**config.mk**
```make
export PLATFORM = sky130hd
export DESIGN_NAME = ex_muldiv
export DESIGN_NICKNAME = d
export VERILOG_FILES = /design/src/rtl/riscv_pkg.sv /design/src/rtl/muldiv_sign_fix.sv /design/src/rtl/ex_muldiv.sv
export SDC_FILE = /design/constraint.sdc
export NUM_CORES = 1
export LEC_CHECK = 0
export CELL_PAD_IN_SITES_DETAIL_PLACEMENT = 1
export CELL_PAD_IN_SITES_GLOBAL_PLACEMENT = 1
export CORE_MARGIN = 1.5
export CORE_UTILIZATION = 45
export DETAILED_ROUTE_END_ITERATION = 12
export GPL_ROUTABILITY_DRIVEN = 0
export PLACE_DENSITY_LB_ADDON = 0.1
export SYNTH_ARGS = -nofsm -noshare
export SYNTH_HDL_FRONTEND = slang
export SYNTH_HIERARCHICAL = 1
export SYNTH_SLANG_ARGS = --single-unit
```
**constraint.sdc**
```tcl
create_clock -name i_clk -period 4.75 [get_ports i_clk]
set_input_delay 0.7125 -clock i_clk [delete_from_list [all_inputs] [get_ports i_clk]]
set_output_delay 0.7125 -clock i_clk [all_outputs]
set_load 0.05 [all_outputs]
```
**src/rtl/riscv_pkg.sv**
```systemverilog
// Shared RV32 encodings for the M-extension unit and its FSM state type.
package riscv_pkg;

  localparam logic [6:0] OP_REG       = 7'b0110011;
  localparam logic [6:0] FUNC7_MULDIV = 7'b0000001;

  localparam logic [2:0] F3_MUL    = 3'b000;
  localparam logic [2:0] F3_MULH   = 3'b001;
  localparam logic [2:0] F3_MULHSU = 3'b010;
  localparam logic [2:0] F3_MULHU  = 3'b011;
  localparam logic [2:0] F3_DIV    = 3'b100;
  localparam logic [2:0] F3_DIVU   = 3'b101;
  localparam logic [2:0] F3_REM    = 3'b110;
  localparam logic [2:0] F3_REMU   = 3'b111;

  typedef enum logic [1:0] {
    MD_IDLE = 2'd0,
    MD_CALC = 2'd1,
    MD_SIGN = 2'd2,
    MD_DONE = 2'd3
  } muldiv_state_e;

endpackage

```
**src/rtl/muldiv_sign_fix.sv**
```systemverilog
// Operand magnitude extraction and conditional 64-bit two's-complement negate.
module muldiv_sign_fix (
  input  logic [31:0] i_a,
  input  logic [31:0] i_b,
  input  logic        i_a_signed,
  input  logic        i_b_signed,
  input  logic [63:0] i_val,
  input  logic        i_neg,
  output logic [31:0] o_a_abs,
  output logic [31:0] o_b_abs,
  output logic [63:0] o_val
);

  always_comb begin
    o_a_abs = (i_a_signed && i_a[31]) ? (~i_a + 32'd1) : i_a;
    o_b_abs = (i_b_signed && i_b[31]) ? (~i_b + 32'd1) : i_b;
    o_val   = i_neg ? (~i_val + 64'd1) : i_val;
  end

endmodule

```
**src/rtl/ex_muldiv.sv**
```systemverilog
// Iterative RV32M multiply/divide unit in EX: 32-step shift-add / restoring divide,
// with a one-cycle fast path for divide-by-zero and signed overflow.
module ex_muldiv
  import riscv_pkg::*;
#(
  parameter int XLEN = 32
) (
  input  logic            i_clk,
  input  logic            i_rst,
  input  logic            i_valid,
  input  logic [6:0]      i_opcode,
  input  logic [2:0]      i_func_3,
  input  logic [6:0]      i_func_7,
  input  logic [XLEN-1:0] i_rs_1,
  input  logic [XLEN-1:0] i_rs_2,
  input  logic [4:0]      i_rd_num,
  input  logic            i_flush,
  output logic            o_stall,
  output logic            o_valid,
  output logic [XLEN-1:0] o_result,
  output logic [4:0]      o_rd_num,
  output muldiv_state_e   o_dbg_state
);

  muldiv_state_e     state_q, state_d;
  logic [4:0]        cnt_q, cnt_d;
  logic [2*XLEN-1:0] acc_q, acc_d;
  logic [XLEN-1:0]   opnd_q, opnd_d;
  logic [XLEN-1:0]   rem_q, rem_d;
  logic [2:0]        op_q, op_d;
  logic              neg_q, neg_d;
  logic [4:0]        rd_q, rd_d;
  logic              valid_q, valid_d;
  logic [XLEN-1:0]   result_q, result_d;

  logic              req;
  logic              a_signed, b_signed, s_a, s_b;
  logic [XLEN-1:0]   a_abs, b_abs;
  logic [2*XLEN-1:0] sign_val, val_fixed;
  logic [XLEN:0]     mul_sum, rem_shift, div_diff;
  logic [XLEN-1:0]   res_sel;

  assign req = i_valid && (i_opcode == OP_REG) && (i_func_7 == FUNC7_MULDIV);

  always_comb begin
    a_signed = (i_func_3 == F3_MULH) || (i_func_3 == F3_MULHSU) ||
               (i_func_3 == F3_DIV)  || (i_func_3 == F3_REM);
    b_signed = (i_func_3 == F3_MULH) || (i_func_3 == F3_DIV) || (i_func_3 == F3_REM);
    s_a      = a_signed && i_rs_1[XLEN-1];
    s_b      = b_signed && i_rs_2[XLEN-1];
  end

  // Division keeps the quotient in acc_q[31:0]; the remainder is selected instead for REM/REMU.
  always_comb begin
    if (!op_q[2])     sign_val = acc_q;
    else if (op_q[1]) sign_val = {{XLEN{1'b0}}, rem_q};
    else              sign_val = {{XLEN{1'b0}}, acc_q[XLEN-1:0]};
  end

  muldiv_sign_fix u_sign_fix (
    .i_a        (i_rs_1),
    .i_b        (i_rs_2),
    .i_a_signed (a_signed),
    .i_b_signed (b_signed),
    .i_val      (sign_val),
    .i_neg      (neg_q),
    .o_a_abs    (a_abs),
    .o_b_abs    (b_abs),
    .o_val      (val_fixed)
  );

  always_comb begin
    mul_sum   = {1'b0, acc_q[2*XLEN-1:XLEN]} + (acc_q[0] ? {1'b0, opnd_q} : '0);
    rem_shift = {rem_q, acc_q[XLEN-1]};
    div_diff  = rem_shift - {1'b0, opnd_q};
    res_sel   = ((op_q == F3_MUL) || op_q[2]) ? val_fixed[XLEN-1:0] : val_fixed[2*XLEN-1:XLEN];
  end

  always_comb begin
    state_d  = state_q;
    cnt_d    = cnt_q;
    acc_d    = acc_q;
    opnd_d   = opnd_q;
    rem_d    = rem_q;
    op_d     = op_q;
    neg_d    = neg_q;
    rd_d     = rd_q;
    valid_d  = 1'b0;
    result_d = result_q;
    if (i_flush) begin
      state_d = MD_IDLE;
    end else begin
      case (state_q)
        MD_IDLE: begin
          if (req) begin
            op_d  = i_func_3;
            rd_d  = i_rd_num;
            cnt_d = '0;
            if (i_func_3[2] && (i_rs_2 == '0)) begin
              result_d = i_func_3[1] ? i_rs_1 : '1;
              valid_d  = 1'b1;
              state_d  = MD_DONE;
            end else if (((i_func_3 == F3_DIV) || (i_func_3 == F3_REM)) &&
                         (i_rs_1 == {1'b1, {(XLEN-1){1'b0}}}) && (i_rs_2 == '1)) begin
              result_d = i_func_3[1] ? '0 : {1'b1, {(XLEN-1){1'b0}}};
              valid_d  = 1'b1;
              state_d  = MD_DONE;
            end else begin
              rem_d   = '0;
              state_d = MD_CALC;
              if (i_func_3[2]) begin
                acc_d  = {{XLEN{1'b0}}, a_abs};
                opnd_d = b_abs;
                neg_d  = i_func_3[1] ? s_a : (s_a ^ s_b);
              end else begin
                acc_d  = {{XLEN{1'b0}}, b_abs};
                opnd_d = a_abs;
                neg_d  = s_a ^ s_b;
              end
            end
          end
        end
        MD_CALC: begin
          if (op_q[2]) begin
            acc_d = {acc_q[2*XLEN-1:XLEN], acc_q[XLEN-2:0], ~div_diff[XLEN]};
            rem_d = div_diff[XLEN] ? rem_shift[XLEN-1:0] : div_diff[XLEN-1:0];
          end else begin
            acc_d = {mul_sum, acc_q[XLEN-1:1]};
          end
          cnt_d = cnt_q + 5'd1;
          if (cnt_q == 5'd31) state_d = MD_SIGN;
        end
        MD_SIGN: begin
          result_d = res_sel;
          valid_d  = 1'b1;
          state_d  = MD_DONE;
        end
        default: state_d = MD_IDLE;
      endcase
    end
  end

  always_ff @(posedge i_clk) begin
    if (i_rst) begin
      state_q  <= MD_IDLE;
      cnt_q    <= '0;
      acc_q    <= '0;
      opnd_q   <= '0;
      rem_q    <= '0;
      op_q     <= '0;
      neg_q    <= 1'b0;
      rd_q     <= '0;
      valid_q  <= 1'b0;
      result_q <= '0;
    end else begin
      state_q  <= state_d;
      cnt_q    <= cnt_d;
      acc_q    <= acc_d;
      opnd_q   <= opnd_d;
      rem_q    <= rem_d;
      op_q     <= op_d;
      neg_q    <= neg_d;
      rd_q     <= rd_d;
      valid_q  <= valid_d;
      result_q <= result_d;
    end
  end

  // Released in DONE so the pipeline advances on the same edge the result is written back.
  assign o_stall     = !i_rst && (((state_q == MD_IDLE) && req) ||
                                  (state_q == MD_CALC) || (state_q == MD_SIGN));
  assign o_valid     = valid_q;
  assign o_result    = result_q;
  assign o_rd_num    = rd_q;
  assign o_dbg_state = state_q;

endmodule
```
==> run_results.csv, run 1 <==
group,metric,value,unit
flow_run,max-cap-violations,0,
yosys,synth-warning-count,6,
worst_setup_path,arrival,4.54,ns
grt,grt_max_degree,95,
sta,slew_headroom,0.177,
detailed_routing,drcViolationCount,0,
grt,overflow,0,
sta,setup_viol,0,
clocking,root_buffer,"clkbuf_16",
worst_setup_path,critPathBufInv,2,
detailed_routing,totalWireLength,62.3,mm
grt,grt.total_usage,0.334,
clocking,cts.sinks,177,
yosys,syn_inst,2094,
place,pre_cts_ws,0.205,ns
place,place_hpwl,48.6,mm
yosys,synthDistinctLibCells,84,
yosys,syn_nets,2259,
layout,diodes,0,
yosys,synth-seq-area-share,0.222,
layout,fin_area,18100,µm²
grt,grt_pass1_wl,93.9,mm
worst_setup_path,path_delay_family,"simple AND/OR/NAND/NOR gates",
die,design.portCount,131,
clocking,cts_resized,0,
sta,tightest_slew,1.23,ns
clocking,ctsLongestPathBuffers,2,
layout,multi_input_area,11600,µm²
clocking,htreeDepth,4,
layout,fill_cells,4312,
detailed_routing,drt_pass1_iterations,5,
clocking,insertion_delay,0.47,ns
sta,skew,0.0181,ns
die,dieArea,36700,µm²
power_and_ir_drop,cellPowerDensity,188,nW/µm²
place,port_buffers,130,
worst_setup_path,cpPeakStageDelay,0.95,ns
sta,fmax,241,MHz
sta,period_needed,4.14,ns
layout,layout-drive-gt1-share,0.0743,
sta,slew_violations,0,
worst_setup_path,cp_slowest_cell,"and2b_1",
worst_setup_path,path_max_fanout,32,
place,place_inst,2575,
power_and_ir_drop,irDropWorstVdd,0.258,mV
yosys,avgSynthCellArea,7.63,µm²
die,core_area,34700,µm²
grt,antenna_found_initial,1,
yosys,synth-edff-count,0,
die,num_rows,68,
sta,setup_tns,0,ns
die,initial_utilization,0.460,
place,postPlaceCellArea,17500,µm²
sta,hold_viol,0,
layout,fin_cells,2607,
worst_setup_path,path_class,"input pin to flop",
yosys,synth_seq_cells,177,
worst_setup_path,end_kind,"flop",
worst_setup_path,required,5.14,ns
yosys,syn_area,16000,µm²
clocking,clk_pin_slew,0.09,ns
worst_setup_path,r2r_slack,0.71,ns
sta,grt_setup_unrepaired,"false",
detailed_routing,vias,16400,
grt,grt_pass1_vias,16000,
clocking,cts_made_buffers,17,
sta,fin_ws,0.606,ns
yosys,async_reset_ff_frac,0,
worst_setup_path,r2r-start,"op_q[1]",
layout,nNetsFinal,2304,
die,die_y,191,µm
detailed_routing,detail-route-antenna-nets,0,
die,die-width,191,µm
detailed_routing,viasPerCell,6.29,
sta,fin_crit_sh,0.872,
worst_setup_path,crit_chain,"clkdlybuf4s50_1, or4b_1, nor4_1, nand4_1, o31a_1, o21ai_4, nand2b_1, and2b_1, a222oi_1, inv_1",
clocking,ctsHoldBuffers,0,
layout,final-seq-area,3550,µm²
power_and_ir_drop,power_leakage,7.07,nW
yosys,synth_top_flop_cell,"dfxtp_1",
hold_path,hold_start,"o_rd_num[3]",
clocking,post-cts-setup-buffers,0,
worst_setup_path,cp-startpoint,"i_rs_1[0]",
hold_path,hp-class,"flop to flop",
detailed_routing,drtIter0Drc,1337,
layout,area_growth,13.3,%
outcome,status,"finished clean",
clocking,tritoncts,"yes",
worst_setup_path,cp-start-kind,"input pin",
detailed_routing,avgRoutedWirePerCell,23.9,µm
-- cell usage in the layout, fill, tap and decap left out, types with 23 or more instances in the layout --
cell type and count:
nand4_1 32, dfxtp_1 175, nor2b_1 102, nor4_1 40
a211oi_1 100, xnor2_1 113, nor2_1 227, mux2i_1 68
o31ai_1 33, inv_1 68, clkdlybuf4s50_1 128, ha_1 71
a22oi_1 40, mux2_2 64, buf_4 23, nand2_1 108
a21o_1 31, nor3_1 68, o21ai_0 95, and2_1 38
a21oi_1 191, xor2_1 62
-- logic make-up (layout without fill, tap and decap cells) --
family	Yosys count	in the layout	share of synthesized area
xor+xnor	176	176	0.0969
fa+ha+maj	75	75	0.0597
buf+inv	196	254	0.0511
flops	177	177	0.222
mux	132	132	0.0877
compound gates	600	600	0.244
simple gates	738	738	0.239
-- metrics by stage --
| stage | hold WS, ns | power, mW | utilization |
|---|---|---|---|
| after floorplan | 0.432 | 1.74 | - |
| after global placement | 0.439 | 1.96 | 0.505 |
| after detailed placement | 0.452 | 1.97 | 0.505 |
| after CTS | 0.466 | 3.39 | 0.521 |
| after global routing | 0.487 | 3.48 | 0.521 |
| final | 0.465 | 3.40 | 0.521 |
-- layer usage --
metal,track usage,vias to the layer above,part of all wire
met3,0.0420,80,0.057
met2,0.549,480,0.47
met4,0.111,0,0.030
met1,0.450,8119,0.45
li1,-,7708,-
met5,0,-,0
-- cells in the mapped netlist, drive strengths merged (19+ instances only) --
master  instances  share of area
nor2          227          0.053
a21oi         191          0.060
dfxtp         177           0.22
xnor2         114          0.063
nand2         109          0.026
a211oi        102          0.049
nor2b         102          0.040
o21ai         100          0.032
clkbuf         83          0.019
ha             73          0.057
nor3           69          0.022
inv            68          0.016
mux2i          68          0.043
mux2           64          0.045
xor2           62          0.034
buf            45          0.016
nor4           42          0.018
a22oi          40          0.019
and2           39          0.015
o31ai          33          0.016
nand4          32          0.013
a21o           31          0.015
or4            23          0.012
nand3          20         0.0066
nand2b         19         0.0074
-- power by group --
part	switching (mW)	total [mW]	leakage [nW]	internal, mW
Combinational	0.291	0.463	5.36	0.172
Clock	0.745	1.45	0.282	0.707
Sequential	0.0000171	1.48	1.43	1.48
Total	1.04	3.40	7.07	2.36
-- worst reg2reg max path, stage by stage (launching register included) --
cell	delay [ns]
dfxtp_1	0.34
nand2_1	0.11
buf_12	0.22
mux2_2	0.46
or4_4	0.60
nor4_4	0.51
nand3_2	0.31
o41ai_1	0.43
xnor2_1	0.18
mux2_2	0.31
a21oi_1	0.28
a211oi_1	0.12
-- worst paths after layout --
kind | to | depth (start not counted)
worst min-delay path | o_rd_num[3] | 2
worst max-delay path | rem_q[14] | 10
worst max register to register | o_result[13] | 11
worst min register to register | o_rd_num[3] | 2
-- cell type report --
class / instances / share of cell area
Timing Repair Buffer: 154 / 0.0836
Tap cell: 455 / 0.0315
Clock buffer: 18 / 0.0237
Inverter: 68 / 0.0141
Multi-Input combinational cell: 1721 / 0.643
Sequential cell: 177 / 0.196
Clock inverter: 14 / 0.00850
-- state kept, by name, summed over array words and instances (netlist names), 2 cells and up --
signal,cells
acc_q,64
o_result,32
opnd_q,32
rem_q,32
cnt_q,5
o_rd_num,5
op_q,3
o_dbg_state,2
(Power assumes the default switching activity.)
==> run 2: changes to the inputs <==
- CORE_UTILIZATION: 45 -> 40
- clock period: 4.75 -> 4.3 ns (I/O delays scaled with it)
==> run_results.csv, run 2 (synthesis gave the netlist of run 1 again) <==
group,metric,value,unit
outcome,status,"finished clean",
clocking,htreeDepth,4,
worst_setup_path,path_class,"flop to flop",
die,initial_utilization,0.404,
flow_run,max-cap-violations,0,
power_and_ir_drop,cellPowerDensity,205,nW/µm²
clocking,tritoncts,"yes",
detailed_routing,drt_pass1_iterations,6,
grt,grt_pass1_vias,16400,
worst_setup_path,cp-start-kind,"flop",
clocking,ctsHoldBuffers,0,
sta,setup_viol,0,
clocking,cts.sinks,177,
layout,fill_cells,4845,
worst_setup_path,arrival,4.40,ns
sta,fin_ws,0.261,ns
layout,layout_commonest_cell,"nor2_1",
worst_setup_path,required,4.66,ns
sta,fin_crit_sh,0.939,
detailed_routing,vias,16500,
die,num_rows,73,
sta,tightest_slew,1.11,ns
layout,largest_register_ffs,64,
detailed_routing,totalWireLength,65.5,mm
layout,final_util,0.470,
sta,period_needed,4.04,ns
detailed_routing,detail-route-antenna-nets,0,
layout,layout-drive-gt1-share,0.0905,
place,pre_cts_ws,0.292,ns
detailed_routing,avgRoutedWirePerCell,24.1,µm
clocking,ctsLongestPathBuffers,2,
hold_path,hp-class,"flop to flop",
layout,nNetsFinal,2341,
clocking,cts_resized,0,
grt,grt_pass1_wl,98.3,mm
grt,grt_max_degree,94,
place,port_buffers,130,
grt,overflow,0,
die,die-width,203,µm
die,die_y,203,µm
sta,grt_setup_unrepaired,"false",
layout,top_register,"acc_q",
die,core_area,39500,µm²
sta,fmax,248,MHz
sta,skew,0.0145,ns
grt,antenna_found_initial,1,
worst_setup_path,path_max_fanout,32,
sta,hold_viol,0,
sta,holdWs,0.462,ns
die,design.portCount,131,
sta,slew_violations,0,
detailed_routing,drtIter0Drc,1339,
power_and_ir_drop,power_leakage,7.28,nW
layout,layout_common_cells,"227 x nor2_1, 191 x a21oi_1, 175 x dfxtp_1, 128 x clkdlybuf4s50_1, 113 x xnor2_1",
die,dieArea,41200,µm²
detailed_routing,drcViolationCount,0,
clocking,insertion_delay,0.50,ns
clocking,cts_made_buffers,17,
power_and_ir_drop,irDropWorstVdd,0.268,mV
layout,area_growth,16.2,%
detailed_routing,viasPerCell,6.08,
grt,grt.total_usage,0.313,
place,place_hpwl,51.8,mm
clocking,root_buffer,"clkbuf_16",
clocking,clk_pin_slew,0.08,ns
sta,slew_headroom,0.257,
worst_setup_path,end_kind,"flop",
clocking,post-cts-setup-buffers,0,
sta,setup_tns,0,ns
## run 2: cell types whose count changed in the layout (fill, tap and decap cells not counted)
cell and delta:
clkinv_8 -1, clkbuf_1 -1, diode_2 +1, clkinvlp_4 +3, buf_12 +7, buf_4 +30
inv_6 -2, bufinv_16 +1
## run 2: power breakdown
part	leakage, nW	internal, mW	total [mW]	switching (mW)
clock	0.280	0.826	1.65	0.819
combinational	5.57	0.201	0.518	0.317
sequential	1.43	1.64	1.64	0.0000178
## run 2: stage by stage
| step | total power, mW | cell area, µm² | std cells |
|---|---|---|---|
| floorplan | 1.92 | 16000 | 2094 |
| global placement | 2.18 | 18000 | 2682 |
| finish | 3.80 | 18600 | 2715 |
| CTS | 3.83 | 18600 | 2714 |
| global route | 3.91 | 18600 | 2714 |
| detailed placement | 2.18 | 18000 | 2682 |
## run 2: layout make-up
type                       instances  area, µm²  area share
antenna                            1       2.50    0.000135
clock buffer                      17        425      0.0229
clock inverter                    15        173     0.00930
inverter                          68        255      0.0137
multi-input combinational       1721      11600       0.626
sequential                       177       3550       0.191
tap                              525        657      0.0354
timing repair buffer             191       1880       0.101
## run 2: final timing paths
| check | slack (ns) | startpoint | depth (start not counted) | end |
|---|---|---|---|---|
| worst min register to register | 0.46 | o_rd_num[0] | 2 | o_rd_num[0] |
| worst max register to register | 0.26 | op_q[1] | 12 | o_result[31] |
| worst max-delay path | 0.26 | op_q[1] | 12 | o_result[31] |
| worst min-delay path | 0.46 | o_rd_num[0] | 2 | o_rd_num[0] |
## run 2: worst max-delay path, stage by stage (launching register included)
cell	delay [ns]
dfxtp_1	0.34
nand2_1	0.12
buf_12	0.21
mux2_2	0.43
or4_1	0.60
nor4b_2	0.58
nand4_1	0.29
o31ai_1	0.38
xnor2_1	0.14
mux2i_1	0.40
a21oi_1	0.14
mux2i_1	0.19
nor2_1	0.05
## run 2: layer usage
layer,routed length [µm],global-route usage,vias up
met5,0,0,-
met3,3730,0.0515,84
li1,-,-,7784
met4,1780,0.106,0
met2,31600,0.537,453
met1,28300,0.397,8183
